### config.mk
export PLATFORM = sky130hd
export DESIGN_NAME = instruction_fetch
export DESIGN_NICKNAME = d
export VERILOG_FILES = /design/src/rtl/instruction_fetch.sv
export SDC_FILE = /design/constraint.sdc
export NUM_CORES = 1
export LEC_CHECK = 0
export CORE_ASPECT_RATIO = 0.5
export CORE_UTILIZATION = 50
export CTS_CLUSTER_DIAMETER = 30
export DETAILED_ROUTE_END_ITERATION = 10
export GPL_ROUTABILITY_DRIVEN = 0
export PLACE_DENSITY = 0.8
export SYNTH_ARGS = -nofsm -noshare
export SYNTH_HDL_FRONTEND = slang
export SYNTH_SLANG_ARGS = --single-unit
### constraint.sdc
create_clock -name clk -period 9.2 [get_ports clk]
set_input_delay 0.92 -clock clk [delete_from_list [all_inputs] [get_ports clk]]
set_output_delay 0.92 -clock clk [all_outputs]
set_load 0.005 [all_outputs]
### src/rtl/instruction_fetch.sv
// instruction_fetch: RV64 fetch stage with one outstanding imem request and a
// two-entry (output register + skid) buffer toward decode; redirect flushes and squashes.
module instruction_fetch #(
    parameter int unsigned     XLEN     = 64,
    parameter logic [XLEN-1:0] RESET_PC = '0,
    parameter int unsigned     PC_INC   = 4
) (
    input  logic            clk,
    input  logic            rst,
    output logic            imem_req_valid,
    input  logic            imem_req_ready,
    output logic [XLEN-1:0] imem_req_addr,
    input  logic            imem_resp_valid,
    input  logic [31:0]     imem_resp_data,
    input  logic            redirect_valid,
    input  logic [XLEN-1:0] redirect_pc,
    output logic            if_valid,
    input  logic            if_ready,
    output logic [31:0]     if_instr,
    output logic [XLEN-1:0] if_pc,
    output logic [6:0]      if_opcode
);
    typedef enum logic [1:0] {IDLE, REQ, WAIT} state_e;

    state_e          state_q, state_d;
    logic [XLEN-1:0] pc_q, pc_d, out_pc_q, out_pc_d, skid_pc_q, skid_pc_d;
    logic [31:0]     out_instr_q, out_instr_d, skid_instr_q, skid_instr_d;
    logic            out_vld_q, out_vld_d, skid_vld_q, skid_vld_d, drop_q, drop_d;
    logic            req_fire, pop, resp_take, head_vld;

    assign imem_req_valid = (state_q == REQ) && !(out_vld_q && skid_vld_q);
    assign imem_req_addr  = pc_q;
    assign req_fire       = imem_req_valid && imem_req_ready;
    assign pop            = out_vld_q && if_ready;
    assign resp_take      = (state_q == WAIT) && imem_resp_valid && !drop_q && !redirect_valid;
    // occupancy of the output register after this cycle's pop and skid shift
    assign head_vld       = pop ? skid_vld_q : out_vld_q;

    assign if_valid  = out_vld_q;
    assign if_instr  = out_instr_q;
    assign if_pc     = out_pc_q;
    assign if_opcode = out_instr_q[6:0];

    always_comb begin
        state_d      = state_q;
        pc_d         = pc_q;
        drop_d       = drop_q;
        out_vld_d    = head_vld;
        out_instr_d  = pop ? skid_instr_q : out_instr_q;
        out_pc_d     = pop ? skid_pc_q : out_pc_q;
        skid_vld_d   = skid_vld_q && !pop;
        skid_instr_d = skid_instr_q;
        skid_pc_d    = skid_pc_q;
        if (resp_take) begin
            if (!head_vld) begin
                out_vld_d   = 1'b1;
                out_instr_d = imem_resp_data;
                out_pc_d    = pc_q;
            end else begin
                skid_vld_d   = 1'b1;
                skid_instr_d = imem_resp_data;
                skid_pc_d    = pc_q;
            end
            pc_d = pc_q + XLEN'(PC_INC);
        end
        case (state_q)
            IDLE: state_d = REQ;
            REQ: begin
                if (req_fire) begin
                    state_d = WAIT;
                    drop_d  = redirect_valid;
                end
            end
            WAIT: begin
                if (imem_resp_valid) begin
                    state_d = REQ;
                    drop_d  = 1'b0;
                end else if (redirect_valid) begin
                    drop_d = 1'b1;
                end
            end
            default: state_d = IDLE;
        endcase
        // redirect wins over everything: new word-aligned pc, buffers flushed
        if (redirect_valid) begin
            pc_d       = redirect_pc & ~XLEN'(3);
            out_vld_d  = 1'b0;
            skid_vld_d = 1'b0;
        end
    end

    always_ff @(posedge clk or posedge rst) begin
        if (rst) begin
            state_q      <= IDLE;
            pc_q         <= RESET_PC;
            drop_q       <= 1'b0;
            out_vld_q    <= 1'b0;
            out_instr_q  <= '0;
            out_pc_q     <= '0;
            skid_vld_q   <= 1'b0;
            skid_instr_q <= '0;
            skid_pc_q    <= '0;
        end else begin
            state_q      <= state_d;
            pc_q         <= pc_d;
            drop_q       <= drop_d;
            out_vld_q    <= out_vld_d;
            out_instr_q  <= out_instr_d;
            out_pc_q     <= out_pc_d;
            skid_vld_q   <= skid_vld_d;
            skid_instr_q <= skid_instr_d;
            skid_pc_q    <= skid_pc_d;
        end
    end
endmodule
==> metrics <==
status finished, final reports clean; Hold Path Origin skid_pc_q[55]; worst-case hold path end point skid_pc_q[55]; router iterations before antenna repair 5; fin cells 1638; Resized cells post-CTS 0; Core Area 22800 sq um; Antenna Nets Post-Route 0; reg2reg start state_q[0]; setup_tns 0 ps; DRC violation count after routing 0; Final Hold Viols 0; placed cell area between 10000 and 15000 sq um; top cells by count, synth 257 x dfrtp_1, 159 x nand2_1, 140 x o21ai_0; Internal 2760 uW; RR Endpoint imem_req_addr[53]; clk root buf clkbuf_16; Seq pwr share 40.6%; pwr/cell area 241 nW/um^2; All-Layer GR Usage ~25%; mapped cell area 11700 sq um; crit path time final 3670 ps; Top FF cell, synth dfrtp_1; kind of critical path input pin to flop; period utilization 39.9%; fmax 273 MHz; CTS hold repair buffers 0; switching power 1020 uW; WL final between 30 and 40 mm; Vias approximately 9.2k; IO Count 271; PortBufs between 200 and 300; Synth Instances 1068; # Post-CTS Setup Buffers 0; die height between 100 and 150 um; FF-to-FF path depth 5; remaining global-route overflow 0; Layout Nets about 1.4k; std cell rows 39; area leader, netlist dfrtp_1; average size of a mapped cell between 10 and 15 sq um; Worst Clk Skew 11.0 ps; register area share after synthesis between 50% and 60%; Die Wd 218 um; Max-Cap Viols 0; Die Area between 20000 and 25000 sq um; final slew viol count 0; clk sinks around 260; vias in the first global route 9113; WHS Path Cells 2; R2R setup slack 5950 ps; pin count of the biggest net entering global routing approximately 120; layout cells sized above 1 12.7%; crit path launch type input pin; vias per cell about 5.6; wire per inst between 15 and 20 um; Rel. slew slack 29.6%; fill count between 1.5k and 2k; DRT iter0 DRCs 525; Tightest Hold Check Type flop to flop; switch share 26.9%; Pleak 0.00730 uW; WP data required 9630 ps; TritonCTS clock tree built; Post-DP HPWL 20.1 mm; most frequent cell after synthesis dfrtp_1; WHS between 400 and 500 ps; Comb pwr share 23.6%; Synth async-reset ratio 100%; VDD IR max 0.137 mV; CP Capture Type flop; synth top area cells dfrtp_1 55%, mux2_2 8.9%, mux2i_1 8.2%, o21ai_0 6.0%, nand2_1 5.1%; post-layout util about 70%; synthesized flop and latch total 257; Worst Tran Pin Value 1060 ps; Num CTS Buffers 35; CP arrival 4090 ps; RSZ-0062 raised after global routing no; Post-Place Cells 1574; # H-tree levels 2; synth unique cells 48; clock power share 35.8%; Post-synth EDFFs 0; final instance area around 16000 sq um; CP Max Fanout 12; clock buffer depth 3; share of the synthesized area in the top cell type 55.1%; first-pass GRT wire length between 40 and 50 mm; initial antenna violation count 3; Starting Density 51.1%; final setup vio count 0; Synth-to-Final Area Change 34.3%; Yosys Warn Count 0; worst skew pair latency 500 ps; Reg clk slew, reported paths 60 ps
[sequential cells by signal, summed over array words and instances, names as in the netlist]
register,count
if_instr,32
if_pc,64
if_valid,1
imem_req_addr,62
state_q,2
drop_q,1
skid_pc_q,62
skid_instr_q,32
skid_vld_q,1
[metal layers]
metal	wire length (um)	global-route usage, %	vias up	share of wire (%)
li1	-	-	4253	-
met2	15400	43.2	269	50
met4	778	8.84	0	2.5
met1	13000	32.8	4620	42
met3	1700	4.99	51	5.5
met5	0	0	-	0
[per-stage QoR]
| stage | power (uW) | setup slack (ps) |
|---|---|---|
| after global placement | 2400 | 5230 |
| after CTS | 3800 | 5590 |
| after detailed placement | 2440 | 5090 |
| final | 3770 | 5530 |
| after floorplan | 1840 | 1210 |
| after global routing | 3950 | 5280 |
[worst max path at each step]
stage	startpoint	endpoint	slack, ps
floorplan	rst	drop_q	1210
global placement	imem_resp_valid	imem_req_addr[53]	5230
detailed placement	imem_resp_valid	imem_req_addr[53]	5090
global route	imem_resp_valid	imem_req_addr[53]	5280
finish	imem_resp_valid	imem_req_addr[53]	5530
CTS	imem_resp_valid	imem_req_addr[53]	5590
[cell type report]
type	count	area, sq um	area share (%)
repair buffers	276	2740	17.5
flip-flops and latches	257	6430	41.0
clock buffers	44	982	6.27
inverters	9	41.3	0.264
diodes	3	7.51	0.0479
well taps	307	384	2.45
multi-input cells	725	4880	31.2
clock inverters	17	203	1.29
[kinds of logic (layout without fill, tap and decap cells)]
logic type,after synthesis,after routing,synth area share (%)
other cells,1,5,0.0321
compound gates,181,181,8.48
xor+xnor,40,40,3.00
mux,187,187,17.0
flops,257,257,55.1
fa+ha+maj,1,1,0.107
simple gates,314,314,13.0
buf+inv,87,346,3.25
[cells in the final DEF (no fill, tap or decap), types with 4 or more instances in the layout]
master / count
nor3_1: 8
clkbuf_16: 37
nand4_1: 33
nor2b_1: 6
nand3_1: 28
dfrtp_1: 257
xor2_1: 28
clkinvlp_4: 4
a21oi_1: 4
clkdlybuf4s50_1: 265
and3_1: 6
mux2_2: 92
or3_1: 6
o21ai_0: 140
nor4_1: 7
inv_1: 7
nor2_1: 28
or4_1: 16
xnor2_1: 12
a31oi_1: 13
nand2_1: 157
mux2i_1: 95
o31ai_1: 9
buf_4: 11
clkbuf_1: 4
clkinv_4: 4
[power by group through the flow]
| stage | combinational (uW) | sequential (uW) | clock, uW |
|---|---|---|---|
| after floorplan | 315 | 1530 | 0 |
| after global placement | 864 | 1530 | 0 |
| after detailed placement | 886 | 1550 | 0 |
| after CTS | 896 | 1530 | 1370 |
| after global routing | 964 | 1560 | 1420 |
| final | 889 | 1530 | 1350 |
[worst max-delay path: stages]
cell	delay, ps
clkdlybuf4s50_1	520
nand4bb_1	510
nor3_1	720
nand4_1	650
or4b_1	680
nand3_1	100
No activity file was read; power rests on OpenSTA's default activity.
==> RTL change 1, RTL diff (same flow settings) <==
Set the parameter `XLEN` to 72 (it was 64).
--- a/src/rtl/instruction_fetch.sv
+++ b/src/rtl/instruction_fetch.sv
@@ -2,5 +2,5 @@
 // two-entry (output register + skid) buffer toward decode; redirect flushes and squashes.
 module instruction_fetch #(
-    parameter int unsigned     XLEN     = 64,
+    parameter int unsigned     XLEN     = 72,
     parameter logic [XLEN-1:0] RESET_PC = '0,
     parameter int unsigned     PC_INC   = 4
Ports: changed (resized if_pc, imem_req_addr and redirect_pc); port bits go from 271 to 295. The function was not compared with the original's and may differ.
==> RTL change 1 against the unedited design <==
Setup slack lost 15 ps; total power grew 11%; synthesized cell count grew 15%; die area grew 11%; sequential cell count grew 24; routed wire length grew 16%; design area grew 11%; area after synthesis grew 11%; via count grew 15%; critical endpoint is now imem_req_addr[62]$_DFFE_PP0N_.
==> RTL change 1: results (changes against the unedited design) <==
[placement]
io_buffer_count = 290  ; was 266
place_area_um2 = 16000  ; was 14500 um^2
dp_hpwl_um = 23700  ; was 20100 um
place_inst = 1778  ; was 1574
dp_slack_ps = 5110  ; was 5090 ps

[routing]
wl_um = 35800  ; was 30900 um
wl_met3_um = 2120  ; was 1700 um
first_pass_iters = 6  ; was 5
wl_met2_um = 17500  ; was 15400 um
routed_via_density = 5.74  ; was 5.61
drtIter0Drc = 825  ; was 525
met1_length_um = 15000  ; was 13000 um
routedWlPerCell_um = 19.4  ; was 18.8 um

[yosys]
synth_cell_types = 54  ; was 48
synth_common_cells = 281 x dfrtp_1, 181 x nand2_1, 157 x o21ai_0  ; was 257 x dfrtp_1, 159 x nand2_1, 140 x o21ai_0
syn_avg_cell_area_um2 = 10.6  ; was 10.9 um^2
synth-seq-area-share = 0.542  ; was 0.551
synth_warnings = 0  ; unchanged
synth_area_leaders = dfrtp_1 54%, mux2i_1 7.9%, mux2_2 7.7%  ; was dfrtp_1 55%, mux2_2 8.9%, mux2i_1 8.2%

[power]
powerDensity_nw_per_um2 = 241  ; about the same
ir_worst_vdd_uv = 125  ; was 137 uV
net-switching-power_mw = 1.11  ; was 1.02 mW
clkPwrFrac = 0.372  ; was 0.358
comb_cell_power_mw = 0.959  ; was 0.889 mW

[sta]
clock_skew_ps = 16.7  ; was 11.0 ps
relSlewSlack = 0.192  ; was 0.296

[outcome]
outcome = completed  ; unchanged

[layout]
largest_register_ffs = 72  ; was 64
final_util = 0.685  ; was 0.686
nNetsFinal = 1583  ; was 1407
drive_above_1_share = 0.118  ; was 0.127
num-fill-cells = 1903  ; was 1716

[global_routing]
grt_use_met1 = 0.348  ; was 0.328
grtUsageMet2 = 0.444  ; was 0.432
grt_usage = 0.268  ; was 0.254
met3_usage = 0.0573  ; was 0.0499
antenna_found_initial = 7  ; was 3
grt_pass1_wl_um = 56900  ; was 47900 um
grt_max_degree = 125  ; was 119
first_global_vias = 10500  ; was 9113

[clock_network]
clock_tree.buffer_depth = 3  ; unchanged
insertion_delay_ps = 510
cts_buffers = 36  ; was 35
post_cts_resize_count = 0  ; unchanged

[setup_path]
critPathArrivalTime_ps = 4100  ; was 4090 ps
path_max_fanout = 16  ; was 12

==> RTL change 1: cell count changes in the layout (fill, tap and decap cells not counted), moves of 10 or more <==
cell and delta:
nor2_1 +14, clkdlybuf4s50_1 +24, xnor2_1 +14, a31oi_1 +14
o21ai_0 +17, nor3_1 +10, xor2_1 -23, nand2_1 +22
dfrtp_1 +24
==> RTL change 1: cells by family (layout without fill, tap and decap cells) <==
family,Yosys count,count (layout),synth area share
muxes,192,192,0.157
other,1,9,0.000289
xor gates and xnor gates,31,31,0.0209
and+or+nand+nor,386,386,0.145
DFF,281,281,0.542
adders and majority gates,1,1,0.000964
AOI/OAI and AO/OA,223,223,0.0965
buffers and inverters,111,381,0.0373
==> RTL change 1: final cells by class <==
cell class | instances | share of cell area
flip-flops and latches | 281 | 0.405
multi-input cells | 835 | 0.316
repair buffers | 300 | 0.171
clock buffers | 41 | 0.0565
well taps | 344 | 0.0248
clock inverters | 22 | 0.0202
inverters | 18 | 0.00433
diodes | 7 | 0.00101
==> RTL change 1: path summary, 6_finish.rpt <==
check,start,to,slack [ps],depth (start not counted)
max,imem_resp_valid,imem_req_addr[62]$_DFFE_PP0N_,5520,7
max in group asynchronous,rst,imem_req_addr[29]$_DFFE_PP0N_,6570,3
min in group asynchronous,rst,imem_req_addr[5]$_DFFE_PP0N_,960,2
min reg2reg,skid_pc_q[38]$_DFFE_PP0P_,skid_pc_q[38]$_DFFE_PP0P_,480,2
max reg2reg,state_q[0]$_DFFE_PP0P_,imem_req_addr[62]$_DFFE_PP0N_,5920,6
min,skid_pc_q[38]$_DFFE_PP0P_,skid_pc_q[38]$_DFFE_PP0P_,480,2
==> RTL change 1: worst max-delay path: stages <==
cell,delay [ps]
clkdlybuf4s50_1,520
nand4bb_1,460
nor3_1,390
buf_4,240
nand4_1,650
or4_1,740
a31oi_1,170
==> RTL change 2, RTL diff (same flow settings) <==
Without the edit above. Make the reset (`rst`) synchronous in one clocked block.
--- a/src/rtl/instruction_fetch.sv
+++ b/src/rtl/instruction_fetch.sv
@@ -90,5 +90,5 @@
     end
 
-    always_ff @(posedge clk or posedge rst) begin
+    always_ff @(posedge clk) begin
         if (rst) begin
             state_q      <= IDLE;
Formal check against the unedited RTL: differs if rst is asserted again (counterexample within 4 cycles, from zero or initial values and one cycle with rst high); with rst held inactive, the same outputs for 4 cycles.
==> RTL change 2 against the unedited design <==
Setup slack got worse by 110 ps; sequential share of layout area decreased by 7.7 points; sequential cell count did not move; area after synthesis grew 1.1%; routed wire length up 23%; design area is 1.6% lower; via count up 33%; critical path depth up 1; die area up 1.0%; synthesized cell count rose by 40%; first-iteration DRC count increased to 2.8 times the old value; critical path type unchanged; highest routed layer unchanged.
Power is not compared: it rests on default switching activity, and its combinational part moved more than twofold at a synthesized area within 25%.
==> RTL change 2: results (changes against the unedited design) <==
[global_routing]
met3_usage = 0.0504  ; was 0.0499
antenna_found_initial = 3  ; unchanged
grt_use_met1 = 0.414  ; was 0.328
grt_pass1_wl_um = 60300  ; was 47900 um
grt_max_degree = 105  ; was 119
first_global_vias = 11400  ; was 9113
grtUsageMet2 = 0.485  ; was 0.432
grt_usage = 0.304  ; was 0.254

[clock_network]
cts_buffers = 35  ; unchanged
cts_root_buf = clkbuf_16  ; unchanged
clkTransAtPathRegs_ps = 60  ; about the same
htreeDepth = 2  ; unchanged
clock_tree.buffer_depth = 3  ; unchanged
post_cts_resize_count = 0  ; unchanged
insertion_delay_ps = 510
cts_hold_buf = 0  ; unchanged

[power]
swShare = 0.244
ir_worst_vdd_uv = 105
leakage_nw = 5.06

[sta]
clock_skew_ps = 12.8  ; was 11.0 ps
relSlewSlack = 0.205  ; was 0.296
final.setup.tns_ps = 0  ; unchanged

[routing]
routed_via_density = 6.14  ; was 5.61
first_pass_iters = 7  ; was 5
wl_um = 38000  ; was 30900 um
drtIter0Drc = 1491  ; was 525

[placement]
dp_slack_ps = 5020  ; was 5090 ps
io_buffer_count = 266  ; unchanged
dp_hpwl_um = 23800  ; was 20100 um

[yosys]
synth_area_leaders = dfxtp_1 44%, nand2_1 10%, a311oi_1 7.7%  ; was dfrtp_1 55%, mux2_2 8.9%, mux2i_1 8.2%
synth_common_cells = 326 x nand2_1, 257 x dfxtp_1, 144 x nor2_1  ; was 257 x dfrtp_1, 159 x nand2_1, 140 x o21ai_0
synth_warnings = 0  ; unchanged
synthFlopType = dfxtp_1  ; was dfrtp_1
synth_cell_types = 67  ; was 48
async_reset_ff_frac = 0  ; was 1.00
synth-seq-area-share = 0.436  ; was 0.551

[setup_path]
path_max_fanout = 104  ; was 12
critPathArrivalTime_ps = 4090  ; about the same

[layout]
largest_register_ffs = 64  ; unchanged
nNetsFinal = 1757  ; was 1407
drive_above_1_share = 0.0613  ; was 0.127

[outcome]
outcome = completed  ; unchanged

## RTL change 2: changes by cell type after synthesis, moves of 104 or more
cell      unedited run  this run
a21oi_1              4       108
a311oi_1             0       104
dfrtp_1            257         0
dfxtp_1              0       257
nand2_1            159       326
nor2_1              28       144
o21ai_0            140        18
## RTL change 2: final timing paths
kind / to / cells after the start / from / slack (ps)
max reg2reg: if_instr[3]$_SDFF_PP0_ / 5 / if_valid$_SDFF_PP0_ / 5870
min reg2reg: skid_instr_q[23]$_SDFFE_PP0P_ / 2 / skid_instr_q[23]$_SDFFE_PP0P_ / 450
min: skid_instr_q[23]$_SDFFE_PP0P_ / 2 / skid_instr_q[23]$_SDFFE_PP0P_ / 450
max: if_instr[14]$_SDFF_PP0_ / 7 / if_ready / 5420
## RTL change 2: critical path: stages
cell	delay, ps
buf_4	480
inv_1	80
o21ai_0	560
nand3_4	830
buf_4	730
nor2_1	270
a311oi_1	70
## RTL change 2: layer usage
metal | part of all wire | vias up
met1 | 0.42 | 5859
met2 | 0.47 | 620
met3 | 0.080 | 92
li1 | - | 5641
met4 | 0.028 | 0
met5 | 0 | -
## RTL change 2: power groups by stage
| stage | logic, mW | registers (mW) | clock network, mW |
|---|---|---|---|
| after floorplan | 0.0966 | 1.19 | 0 |
| after global placement | 0.193 | 1.21 | 0 |
| after detailed placement | 0.196 | 1.21 | 0 |
| after CTS | 0.198 | 1.19 | 1.42 |
| after global routing | 0.213 | 1.19 | 1.47 |
| final | 0.200 | 1.19 | 1.41 |
## RTL change 2: kinds of logic (layout without fill, tap and decap cells)
family,Yosys count,count (layout),synth area share
xor gates and xnor gates,31,31,0.0230
and+or+nand+nor,746,746,0.296
adders and majority gates,1,1,0.00106
buffers and inverters,167,351,0.0682
DFF,257,257,0.436
AOI/OAI and AO/OA,285,285,0.170
other,1,5,0.000318
muxes,6,6,0.00509
## RTL change 2: final cells by class
cell class              instances  area, um^2
clock inverters                23         264
inverters                      11        41.3
flip-flops and latches        257        5150
well taps                     307         384
clock buffers                  39         943
fillers                      1877        7560
diodes                          3        7.51
multi-input cells            1071        5890
repair buffers                278        2750
## RTL change 2: per-stage QoR
stage / instances / util / instance area, um^2 / total power, mW / hold WS [ps]
after floorplan: 1495 / - / 11800 / 1.29 / 437
after global placement: 1924 / 0.618 / 14200 / 1.40 / 442
after detailed placement: 1924 / 0.618 / 14200 / 1.41 / 447
after CTS: 1986 / 0.671 / 15400 / 2.80 / 455
after global routing: 1989 / 0.671 / 15400 / 2.87 / 472
final: 1989 / 0.671 / 15400 / 2.79 / 455
